### src/rtl/epcs_flash_responder.sv
// EPCS serial-flash responder (flash side of the EPCS link).
// Oversamples the master's dclk/sce/sdo in the clk_clk domain and decodes the
// READ (0x03), READ_STATUS (0x05) and READ_ID (0xAB) commands. Read data comes
// from an external byte-wide memory and is shifted out MSB first on epcs_data0.
// All other commands are ignored until chip select is released.
//
// Ports:
//   clk_clk, reset_reset        system clock, sync active-high reset
//   epcs_dclk/sce/sdo           serial link from master (mode 0, sce low active)
//   epcs_data0, epcs_data0_oe   serial data back to master and its drive enable
//   mem_addr, mem_rd, mem_rdata backing memory port (rdata valid 1 cycle after rd)
//   cmd_code                    last complete command byte (debug)
//   busy                        synchronized chip select, inverted
module epcs_flash_responder #(
  parameter int ADDR_WIDTH = 16,
  parameter logic [7:0] SILICON_ID = 8'h12,
  parameter int SYNC_STAGES = 2
) (
  input  logic                  clk_clk,
  input  logic                  reset_reset,
  input  logic                  epcs_dclk,
  input  logic                  epcs_sce,
  input  logic                  epcs_sdo,
  output logic                  epcs_data0,
  output logic                  epcs_data0_oe,
  output logic [ADDR_WIDTH-1:0] mem_addr,
  output logic                  mem_rd,
  input  logic [7:0]            mem_rdata,
  output logic [7:0]            cmd_code,
  output logic                  busy
);

  // Input shift register only needs to keep the address bits we use (and at
  // least the 8 command bits); higher flash address bits fall off the top.
  localparam int SW = (ADDR_WIDTH > 8) ? ADDR_WIDTH : 8;

  typedef enum logic [2:0] {IDLE, CMD, ADDR, DUMMY, DATA, IGNORE} state_t;

  logic [SYNC_STAGES-1:0] dclk_sync, sce_sync, sdo_sync;
  logic dclk_s, sce_s, sdo_s, dclk_q;
  logic rise, fall;

  // sce chain resets high so a reset never looks like a new selection.
  always_ff @(posedge clk_clk) begin
    if (reset_reset) begin
      dclk_sync <= '0;
      sce_sync  <= '1;
      sdo_sync  <= '0;
      dclk_q    <= 1'b0;
    end else begin
      dclk_sync <= {dclk_sync[SYNC_STAGES-2:0], epcs_dclk};
      sce_sync  <= {sce_sync[SYNC_STAGES-2:0], epcs_sce};
      sdo_sync  <= {sdo_sync[SYNC_STAGES-2:0], epcs_sdo};
      dclk_q    <= dclk_s;
    end
  end

  assign dclk_s = dclk_sync[SYNC_STAGES-1];
  assign sce_s  = sce_sync[SYNC_STAGES-1];
  assign sdo_s  = sdo_sync[SYNC_STAGES-1];
  assign rise   = dclk_s & ~dclk_q;
  assign fall   = ~dclk_s & dclk_q;

  state_t        state;
  logic [4:0]    bit_cnt;
  logic [SW-1:0] shift_in;
  logic [SW-1:0] shift_next;
  logic [7:0]    cur_byte, nxt_byte;
  logic [2:0]    obit, rbit;
  logic          read_mode, first_byte, rd_q;

  assign shift_next = {shift_in[SW-2:0], sdo_s};

  always_ff @(posedge clk_clk) begin
    if (reset_reset) begin
      state         <= IDLE;
      epcs_data0    <= 1'b0;
      epcs_data0_oe <= 1'b0;
      mem_addr      <= '0;
      mem_rd        <= 1'b0;
      cmd_code      <= 8'h00;
      busy          <= 1'b0;
      bit_cnt       <= '0;
      shift_in      <= '0;
      cur_byte      <= 8'h00;
      nxt_byte      <= 8'h00;
      obit          <= '0;
      rbit          <= '0;
      read_mode     <= 1'b0;
      first_byte    <= 1'b0;
      rd_q          <= 1'b0;
    end else begin
      mem_rd <= 1'b0;
      busy   <= ~sce_s;
      rd_q   <= mem_rd;
      if (sce_s) begin
        // Deselect wins over everything, including a same-cycle dclk edge.
        state         <= IDLE;
        epcs_data0    <= 1'b0;
        epcs_data0_oe <= 1'b0;
        bit_cnt       <= '0;
        shift_in      <= '0;
        obit          <= '0;
        rbit          <= '0;
        rd_q          <= 1'b0;
        first_byte    <= 1'b0;
        read_mode     <= 1'b0;
      end else begin
        // Memory data lands one cycle after the strobe: the first byte of a
        // READ goes straight to the output byte, later ones are prefetched.
        if (rd_q) begin
          if (first_byte) begin
            cur_byte   <= mem_rdata;
            first_byte <= 1'b0;
          end else begin
            nxt_byte <= mem_rdata;
          end
        end
        case (state)
          IDLE: begin
            state   <= CMD;
            bit_cnt <= '0;
          end
          CMD: if (rise) begin
            shift_in <= shift_next;
            bit_cnt  <= bit_cnt + 5'd1;
            if (bit_cnt == 5'd7) begin
              cmd_code <= shift_next[7:0];
              bit_cnt  <= '0;
              obit     <= '0;
              rbit     <= '0;
              case (shift_next[7:0])
                8'h03: state <= ADDR;
                8'h05: begin
                  state    <= DATA;
                  cur_byte <= 8'h00;
                end
                8'hAB: state <= DUMMY;
                default: state <= IGNORE;
              endcase
            end
          end
          ADDR: if (rise) begin
            shift_in <= shift_next;
            bit_cnt  <= bit_cnt + 5'd1;
            if (bit_cnt == 5'd23) begin
              mem_addr   <= shift_next[ADDR_WIDTH-1:0];
              mem_rd     <= 1'b1;
              first_byte <= 1'b1;
              read_mode  <= 1'b1;
              state      <= DATA;
            end
          end
          DUMMY: if (rise) begin
            bit_cnt <= bit_cnt + 5'd1;
            if (bit_cnt == 5'd23) begin
              cur_byte <= SILICON_ID;
              state    <= DATA;
            end
          end
          DATA: begin
            if (fall) begin
              epcs_data0_oe <= 1'b1;
              epcs_data0    <= cur_byte[3'd7 - obit];
              obit          <= obit + 3'd1;
              // Byte boundary: READ swaps in the prefetch, status/ID repeat.
              if (obit == 3'd7 && read_mode) cur_byte <= nxt_byte;
            end
            if (rise) begin
              rbit <= rbit + 3'd1;
              // Master is sampling bit 7 of the current byte: prefetch next.
              if (rbit == 3'd0 && read_mode) begin
                mem_addr <= mem_addr + ADDR_WIDTH'(1);
                mem_rd   <= 1'b1;
              end
            end
          end
          default: begin
            epcs_data0    <= 1'b0;
            epcs_data0_oe <= 1'b0;
          end
        endcase
      end
    end
  end

endmodule

### config.mk
export PLATFORM = sky130hd
export DESIGN_NAME = epcs_flash_responder
export DESIGN_NICKNAME = d
export VERILOG_FILES = /design/src/rtl/epcs_flash_responder.sv
export SDC_FILE = /design/constraint.sdc
export NUM_CORES = 1
export LEC_CHECK = 0
export ABC_AREA = 1
export CORE_MARGIN = 2
export CORE_UTILIZATION = 59
export CTS_BUF_LIST = sky130_fd_sc_hd__clkbuf_4
export DETAILED_ROUTE_END_ITERATION = 16
export MAX_ROUTING_LAYER = met4
export PLACE_DENSITY = 0.82
export SLEW_MARGIN = 20
export SYNTH_ARGS = -nofsm -noshare
export SYNTH_HDL_FRONTEND = slang
export SYNTH_SLANG_ARGS = --single-unit
### constraint.sdc
create_clock -name clk_clk -period 2.4 [get_ports clk_clk]
set_clock_uncertainty 0.15 [all_clocks]
set_input_delay 0.24 -clock clk_clk [delete_from_list [all_inputs] [get_ports clk_clk]]
set_output_delay 0.24 -clock clk_clk [all_outputs]
set_load 0.01 [all_outputs]
==> results of run 1 <==
synth_stat cells:
library cell               number  area, um^2
sky130_fd_sc_hd__a21oi_1       53         265
sky130_fd_sc_hd__a21oi_2        2        17.5
sky130_fd_sc_hd__a22oi_1        1        7.51
sky130_fd_sc_hd__a31oi_1        1        6.26
sky130_fd_sc_hd__buf_1          2        7.51
sky130_fd_sc_hd__buf_2          4        20.0
sky130_fd_sc_hd__buf_4          3        22.5
sky130_fd_sc_hd__buf_6          4        45.0
sky130_fd_sc_hd__clkbuf_1       5        18.8
sky130_fd_sc_hd__dfxtp_1       83        1660
sky130_fd_sc_hd__ha_1           6        75.1
sky130_fd_sc_hd__inv_1         68         255
sky130_fd_sc_hd__inv_2          5        18.8
sky130_fd_sc_hd__inv_4          1        6.26
sky130_fd_sc_hd__mux2_2         8        90.1
sky130_fd_sc_hd__nand2_1      113         424
sky130_fd_sc_hd__nand2_2        6        37.5
sky130_fd_sc_hd__nand2_4        1        11.3
sky130_fd_sc_hd__nand3_1       34         170
sky130_fd_sc_hd__nand3_2        4        40.0
sky130_fd_sc_hd__nand3_4        1        17.5
sky130_fd_sc_hd__nand3b_1       2        15.0
sky130_fd_sc_hd__nand4_1        5        31.3
sky130_fd_sc_hd__nor2_1        92         345
sky130_fd_sc_hd__nor2_4         2        22.5
sky130_fd_sc_hd__nor3_1         9        45.0
sky130_fd_sc_hd__nor4_1         2        12.5
sky130_fd_sc_hd__o2111a_1       1        11.3
sky130_fd_sc_hd__o211ai_1       2        15.0
sky130_fd_sc_hd__o21ai_0       55         275
sky130_fd_sc_hd__o21ai_1       12        60.1
sky130_fd_sc_hd__o21ai_2        2        17.5
sky130_fd_sc_hd__o21bai_1       2        15.0
sky130_fd_sc_hd__o21bai_4       1        18.8
sky130_fd_sc_hd__o22ai_1        1        6.26
sky130_fd_sc_hd__or2_2          4        25.0
sky130_fd_sc_hd__xnor2_1        1        8.76
stage by stage:
step	total power [W]	std cells	hold slack (ns)
finish	0.00241	739	0.156
global route	0.00250	739	0.160
CTS	0.00242	739	0.143
detailed placement	0.00154	723	0.245
global placement	0.00154	723	0.240
floorplan	0.00150	598	0.194
final timing paths:
path                             from                         to  slack [ns]  cells past startpoint
max reg2reg  mem_addr[0]$_SDFFE_PP0P_  mem_addr[12]$_SDFFE_PP0P_        0.44                      8
min                         epcs_dclk    dclk_sync[0]$_SDFF_PP0_        0.16                      3
min reg2reg   dclk_sync[0]$_SDFF_PP0_    dclk_sync[1]$_SDFF_PP0_        0.26                      2
max          mem_addr[0]$_SDFFE_PP0P_  mem_addr[12]$_SDFFE_PP0P_        0.44                      8
power groups by stage:
stage	Combinational, W	Sequential (W)	Clock, W
2_1_floorplan	0.0000682	0.00143	0
3_3_place_gp	0.000107	0.00143	0
3_5_place_dp	0.000110	0.00143	0
4_1_cts	0.000111	0.00140	0.000911
5_1_grt	0.000125	0.00140	0.000968
6_report	0.000112	0.00140	0.000900
kinds of logic (layout without fill, tap and decap cells):
| group | Yosys count | count (layout) |
|---|---|---|
| AOI/OAI and AO/OA | 133 | 133 |
| xor gates and xnor gates | 1 | 1 |
| adders and majority gates | 6 | 6 |
| buffers and inverters | 92 | 137 |
| DFF | 83 | 83 |
| muxes | 8 | 8 |
| and+or+nand+nor | 275 | 275 |
state kept, by name, indices dropped and copies added (netlist names):
name	count
cmd_code	8
nxt_byte	8
rbit	3
mem_rd	1
epcs_data0	1
dclk_q	1
shift_in	15
mem_addr	16
obit	3
dclk_sync	2
bit_cnt	5
sdo_sync	2
cur_byte	8
epcs_data0_oe	1
sce_sync	2
rd_q	1
first_byte	1
busy	1
read_mode	1
state	3
critical path, cell delays in order, from the launching register on:
cell and delay [ns]:
sky130_fd_sc_hd__dfxtp_1 0.42, sky130_fd_sc_hd__ha_1 0.19, sky130_fd_sc_hd__nand2_1 0.09, sky130_fd_sc_hd__nor2_1 0.43
sky130_fd_sc_hd__nand2_1 0.11, sky130_fd_sc_hd__nor2_1 0.16, sky130_fd_sc_hd__nand3b_1 0.10, sky130_fd_sc_hd__a21oi_1 0.16
sky130_fd_sc_hd__nor2_1 0.06
area by class of cell:
| type | instances | area (um^2) | share of cell area [%] |
|---|---|---|---|
| Timing Repair Buffer | 47 | 453 | 9.52 |
| Multi-Input combinational cell | 423 | 2090 | 43.9 |
| Clock buffer | 10 | 75.1 | 1.58 |
| Clock inverter | 6 | 80.1 | 1.68 |
| Inverter | 74 | 280 | 5.89 |
| Sequential cell | 83 | 1660 | 34.9 |
| Tap cell | 96 | 120 | 2.52 |
layer usage:
layer / track usage [%] / share of wire [%] / wire (um) / vias up
li1: - / - / - / 2026
met1: 32.1 / 45 / 4290 / 1795
met2: 43.1 / 47 / 4530 / 121
met3: 4.81 / 4.8 / 457 / 26
met4: 12.0 / 3.0 / 284 / 0
met5: - / 0 / 0 / -
==> out/qor.log, run 1 <==
INFO  setup_path     worst-path-max-fanout=8
INFO  routing        post-route-drc-count=0
INFO  global_routing pin_count_of_the_biggest_net_entering_global_routing=40
INFO  power          p_leak=1.86nW
INFO  synthesis      synth-compound-area-share=17.3%
INFO  placed_design  place_congestion=0.910
INFO  placed_design  place.detailed.hpwl=6.74mm
INFO  global_routing grt_remaining_overflow=0
INFO  flow_run       maxCapViolations=0
INFO  setup_path     start_kind=register
INFO  outcome        outcome=complete, no violations
INFO  routing        count_of_tritonroute_iterations_in_the_first_routing_pass=5
INFO  clock_network  clkSlewWorstSetupHoldPaths=0.13ns
INFO  power          cellPowerDensity=507nW/um^2
INFO  timing         max-slew-margin-rel=64.5%
INFO  layout         mostFrequentLayoutCells=sky130_fd_sc_hd__nand2_1, sky130_fd_sc_hd__nor2_1, sky130_fd_sc_hd__dfxtp_1, sky130_fd_sc_hd__inv_1, sky130_fd_sc_hd__o21ai_0
INFO  clock_network  number_of_clock_buffers_inserted_by_tritoncts=9
INFO  setup_path     timing.critical_path.to_type=register
INFO  routing        postRouteWirelength=9.56mm
INFO  timing         rsz_0062_raised_after_global_routing=false
INFO  floorplan      dieHeight=87.8um
INFO  layout         layout.cells.most_common=sky130_fd_sc_hd__nand2_1
INFO  clock_network  hold_buffers=0
INFO  clock_network  post_cts_setup_bufs=0
INFO  floorplan      design.core.area=6790um^2
INFO  clock_network  clockBufferDepth=2
INFO  timing         finalMaxSlewViolations=0
INFO  layout         antenna_cells=0
INFO  placed_design  placement.setup.worst_slack=0.470ns
INFO  routing        dr_total_vias=3968
INFO  power          share_comb_of_total_power=4.6%
INFO  layout         fin_nets=657
INFO  synthesis      ys_ff_latch=83
INFO  synthesis      main_combinational_cell_family_by_area_after_synthesis=simple AND/OR/NAND/NOR gates
INFO  timing         max_slew.worst_pin.slew=0.528ns
INFO  power          clock_share_of_power=37.3%
INFO  synthesis      mappedNetlistNets=617
INFO  layout         count_of_fill_cells_added_during_filler_insertion=577
INFO  floorplan      number_of_core_rows=30
INFO  clock_network  tritoncts_clock_tree=built
INFO  synthesis      synth_sequential_area_ratio=40.1%
INFO  timing         timing.fmax=511MHz
INFO  power          power.share.sequential=58.1%
INFO  synthesis      synth.yosys.warnings=0
INFO  global_routing grt.total_usage=26.6%
INFO  timing         final.setup.tns=0ns
INFO  global_routing grt_antenna_before_repair=0
INFO  global_routing first_global_vias=3604
INFO  setup_path     data_arrival_at_the_endpoint_of_the_critical_path=2.15ns
INFO  timing         timing.final.hold_violations=0
INFO  routing        vias_per_cell=5.37
INFO  timing         post-route-min-period=1.96ns
INFO  synthesis      synth-simple-area-share=28.9%
INFO  floorplan      floorplan.io_pins=41
INFO  clock_network  clock_network_latency_to_the_later_pin_of_the_worst_skew_pair=0.43ns
INFO  global_routing grt_pass1_wl=15.8mm
INFO  layout         post_route_cells_drive_above_1_share=9.02%
INFO  synthesis      mappedNetlistArea=4140um^2
INFO  power          vdd_ir_drop_max=0.000345V
INFO  routing        avgRoutedWirePerCell=12.9um
INFO  synthesis      post_synth_inst_count=598
INFO  power          switching_fraction=22.7%
INFO  placed_design  port-buffer-count=40
INFO  power          power.switching=0.000546W
INFO  clock_network  clock_tree.htree_level_count=3
INFO  floorplan      dieWidth=87.8um
INFO  power          internal_power=0.00186W
INFO  floorplan      die_area=7710um^2
INFO  clock_network  cts.sink_count=83
INFO  layout         finish.utilization=70.0%
INFO  layout         area_delta_synth_final=14.8%
INFO  placed_design  placed_cell_area=4600um^2
INFO  setup_path     crit_type=reg -> reg
INFO  timing         part_of_the_cycle_the_worst_path_needs=81.5%
INFO  synthesis      synthesis.area_per_instance=6.93um^2
INFO  layout         finish.instance_area=4760um^2
INFO  synthesis      synth_cell_types=37
INFO  min_path       hp-class=in -> reg
INFO  routing        route.antenna.remaining_nets=0
INFO  clock_network  post_cts.resized_instances=0
INFO  routing        drtIter0Drc=253
INFO  synthesis      yosys.area_share.adder=1.81%
INFO  floorplan      effective_utilization_at_floorplan=61.0%
INFO  timing         final.setup.worst_slack=0.444ns
INFO  timing         timing.final.setup_violations=0
INFO  setup_path     worstPathRequired=2.60ns
INFO  clock_network  cts-root-buf=sky130_fd_sc_hd__clkbuf_4
INFO  synthesis      synth_xor_area_share=0.211%
INFO  synthesis      synth.area.mux_share=2.17%
Note: power is estimated with default switching activity, not from simulation.
==> run 2: changes to the inputs <==
- clock period: 2.4 -> 1.9 ns (I/O delays scaled with it)
==> run 2 against run 1 <==
  * Total power increased by 21%
  * Largest power group unchanged
  * First-iteration DRC count up 44%
  * Die area did not move
  * Via count is 4.5% higher
==> out/qor.log, run 2 (synthesis gave the netlist of run 1 again) <==
INFO  outcome        outcome=complete, no violations
INFO  setup_path     worst-path-buf-inv=0 [unchanged]
INFO  layout         count_of_fill_cells_added_during_filler_insertion=576 [-0.17%]
INFO  setup_path     data_arrival_at_the_endpoint_of_the_critical_path=2.00ns [-0.15 ns]
INFO  routing        route.antenna.remaining_nets=0 [unchanged]
INFO  routing        drtIter0Drc=365 [+44%]
INFO  power          p_leak=1.96nW [+5.0%]
INFO  global_routing grt_remaining_overflow=0 [unchanged]
INFO  timing         part_of_the_cycle_the_worst_path_needs=96.4% [+15 points]
INFO  routing        dr_total_vias=4146 [+4.5%]
INFO  timing         post-route-min-period=1.83ns [-0.125 ns]
INFO  global_routing pin_count_of_the_biggest_net_entering_global_routing=35 [-13%]
INFO  floorplan      floorplan.io_pins=41 [unchanged]
INFO  routing        avgRoutedWirePerCell=13.5um [+4.7%]
INFO  layout         mostFrequentLayoutCells=sky130_fd_sc_hd__nand2_1, sky130_fd_sc_hd__nor2_1, sky130_fd_sc_hd__dfxtp_1, sky130_fd_sc_hd__inv_1, sky130_fd_sc_hd__o21ai_0
INFO  timing         max-slew-margin-rel=75.7% [+11 points]
INFO  layout         antenna_cells=0 [unchanged]
INFO  clock_network  clock_network_latency_to_the_later_pin_of_the_worst_skew_pair=0.42ns [about the same]
INFO  timing         timing.fmax=546MHz [+6.8%]
INFO  global_routing grt.total_usage=27.9% [+1.3 points]
INFO  routing        postRouteWirelength=10.3mm [+7.2%]
INFO  layout         fin_nets=676 [+2.9%]
INFO  setup_path     worst-path-max-fanout=6 [-2]
INFO  floorplan      design.core.area=6790um^2 [unchanged]
INFO  timing         max_slew.worst_pin.slew=0.363ns [-0.165 ns]
INFO  clock_network  cts-root-buf=sky130_fd_sc_hd__clkbuf_4
INFO  layout         largest-register=mem_addr
INFO  routing        count_of_tritonroute_iterations_in_the_first_routing_pass=5 [unchanged]
INFO  clock_network  tritoncts_clock_tree=built
INFO  clock_network  hold_buffers=0 [unchanged]
INFO  floorplan      dieHeight=87.8um [unchanged]
INFO  placed_design  placement.setup.worst_slack=0.00674ns [-0.463 ns]
INFO  setup_path     sequence_of_cells_on_the_critical_path=ha_2 -> nand2_1 -> nor2_2 -> nand3_1 -> a21oi_2 -> nand3_4 -> nand2_1 -> a21oi_1
INFO  global_routing grt_pass1_wl=16.6mm [+5.2%]
INFO  placed_design  port-buffer-count=40 [unchanged]
INFO  routing        post-route-drc-count=0 [unchanged]
INFO  placed_design  place_congestion=0.897 [-1.4%]
INFO  setup_path     critical-path-top-delay-family=simple AND/OR/NAND/NOR gates
INFO  routing        vias_per_cell=5.48 [+2.0%]
INFO  setup_path     worstPathRequired=2.07ns [-0.53 ns]
INFO  layout         layout.cells.most_common=sky130_fd_sc_hd__nand2_1
INFO  clock_network  clock_tree.htree_level_count=3 [unchanged]
INFO  power          vdd_ir_drop_max=0.000421V [+22%]
INFO  clock_network  clkSlewWorstSetupHoldPaths=0.12ns [about the same]
INFO  global_routing first_global_vias=3739 [+3.7%]
INFO  layout         largest_registers=mem_addr: 16 flops, shift_in: 15 flops
INFO  power          cellPowerDensity=590nW/um^2 [+16%]
INFO  layout         post_route_cells_drive_above_1_share=13.2% [+4.1 points]
INFO  floorplan      effective_utilization_at_floorplan=61.0% [unchanged]
INFO  clock_network  number_of_clock_buffers_inserted_by_tritoncts=9 [unchanged]
INFO  min_path       hp-class=in -> reg
INFO  timing         timing.final.hold_violations=0 [unchanged]
INFO  clock_network  clockBufferDepth=2 [unchanged]
INFO  timing         fin_hold_ws=0.135ns [-0.0210 ns]
INFO  setup_path     start_kind=register
INFO  floorplan      number_of_core_rows=30 [unchanged]
INFO  setup_path     crit_type=reg -> reg
INFO  clock_network  cts.sink_count=83 [unchanged]
INFO  placed_design  place.detailed.hpwl=7.22mm [+7.2%]
INFO  power          total_power=0.00291W [+21%]
INFO  layout         largest_reg_flops=16 [unchanged]
INFO  floorplan      die_area=7710um^2 [unchanged]
INFO  placed_design  place_inst=738 [+2.1%]
INFO  flow_run       maxCapViolations=0 [unchanged]
INFO  floorplan      dieWidth=87.8um [unchanged]
INFO  timing         final.setup.worst_slack=0.0683ns [-0.375 ns]
INFO  layout         finish.utilization=72.5% [+2.5 points]
INFO  setup_path     critPathMostFrequentCell=sky130_fd_sc_hd__nand2_1
INFO  timing         finalMaxSlewViolations=0 [unchanged]
INFO  layout         area_delta_synth_final=18.9%
INFO  setup_path     timing.critical_path.slowest_cell_delay=0.36ns [-0.07 ns]
INFO  timing         timing.final.setup_violations=0 [unchanged]
INFO  global_routing grt_antenna_before_repair=0 [unchanged]
INFO  setup_path     timing.critical_path.to_type=register
INFO  layout         layout.cells.non_filler=757 [+2.4%]
INFO  setup_path     critPathSlowestCell=sky130_fd_sc_hd__dfxtp_2
## run 2: cell types whose count changed in the layout (fill, tap and decap cells not counted), sizes merged
cell,previous run,this run
buf,7,25
bufinv,2,1
clkbuf,10,11
clkinvlp,1,0
nand3,39,40
## run 2: power breakdown
group / internal (W) / switching [W]
sequential: 0.00176 / 0.0000119
combinational: 0.0000698 / 0.0000856
clock: 0.000415 / 0.000568
## run 2: repair_timing
action,CTS,global route
setup buffers,0,3
hold endpoints to repair,0,0
setup endpoints to repair,0,36
resized for setup,0,15
## run 2: worst paths after layout
path	startpoint	slack (ns)	cells after the start	end
min reg2reg	dclk_sync[0]$_SDFF_PP0_	0.26	2	dclk_sync[1]$_SDFF_PP0_
max	bit_cnt[1]$_SDFFE_PP0P_	0.07	8	cur_byte[2]$_SDFFE_PP0N_
min	epcs_dclk	0.14	3	dclk_sync[0]$_SDFF_PP0_
max reg2reg	bit_cnt[1]$_SDFFE_PP0P_	0.07	8	cur_byte[2]$_SDFFE_PP0N_
## run 2: worst register-to-register path, delay by kind of cell, from the launching register on
| family | cells | cell delay (ns) |
|---|---|---|
| simple gates | 5 | 0.75 |
| flops | 1 | 0.36 |
| compound gates | 2 | 0.28 |
| fa+ha+maj | 1 | 0.19 |
## run 2: layer usage
metal  global-route usage [%]  vias to the layer above  wire length (um)
li1                         -                     2063                 -
met1                     34.1                     1905              4480
met2                     45.6                      139              4950
met3                     3.39                       39               463
met4                     13.6                        0               367
met5                        -                        -                 0
## run 2: layout make-up
cell class	instances	area [um^2]	area share, %
clock buffers	11	82.6	1.68
clock inverters	4	42.5	0.863
inverters	74	283	5.74
multi-input cells	424	2130	43.2
flip-flops and latches	83	1670	33.8
well taps	96	120	2.44
repair buffers	65	604	12.3
## run 2: through the flow
stage,instance area [um^2],setup TNS [ns]
floorplan,4140,0
detailed placement,4730,0
CTS,4850,0
global route,4930,-0.225
global placement,4730,0
finish,4930,0
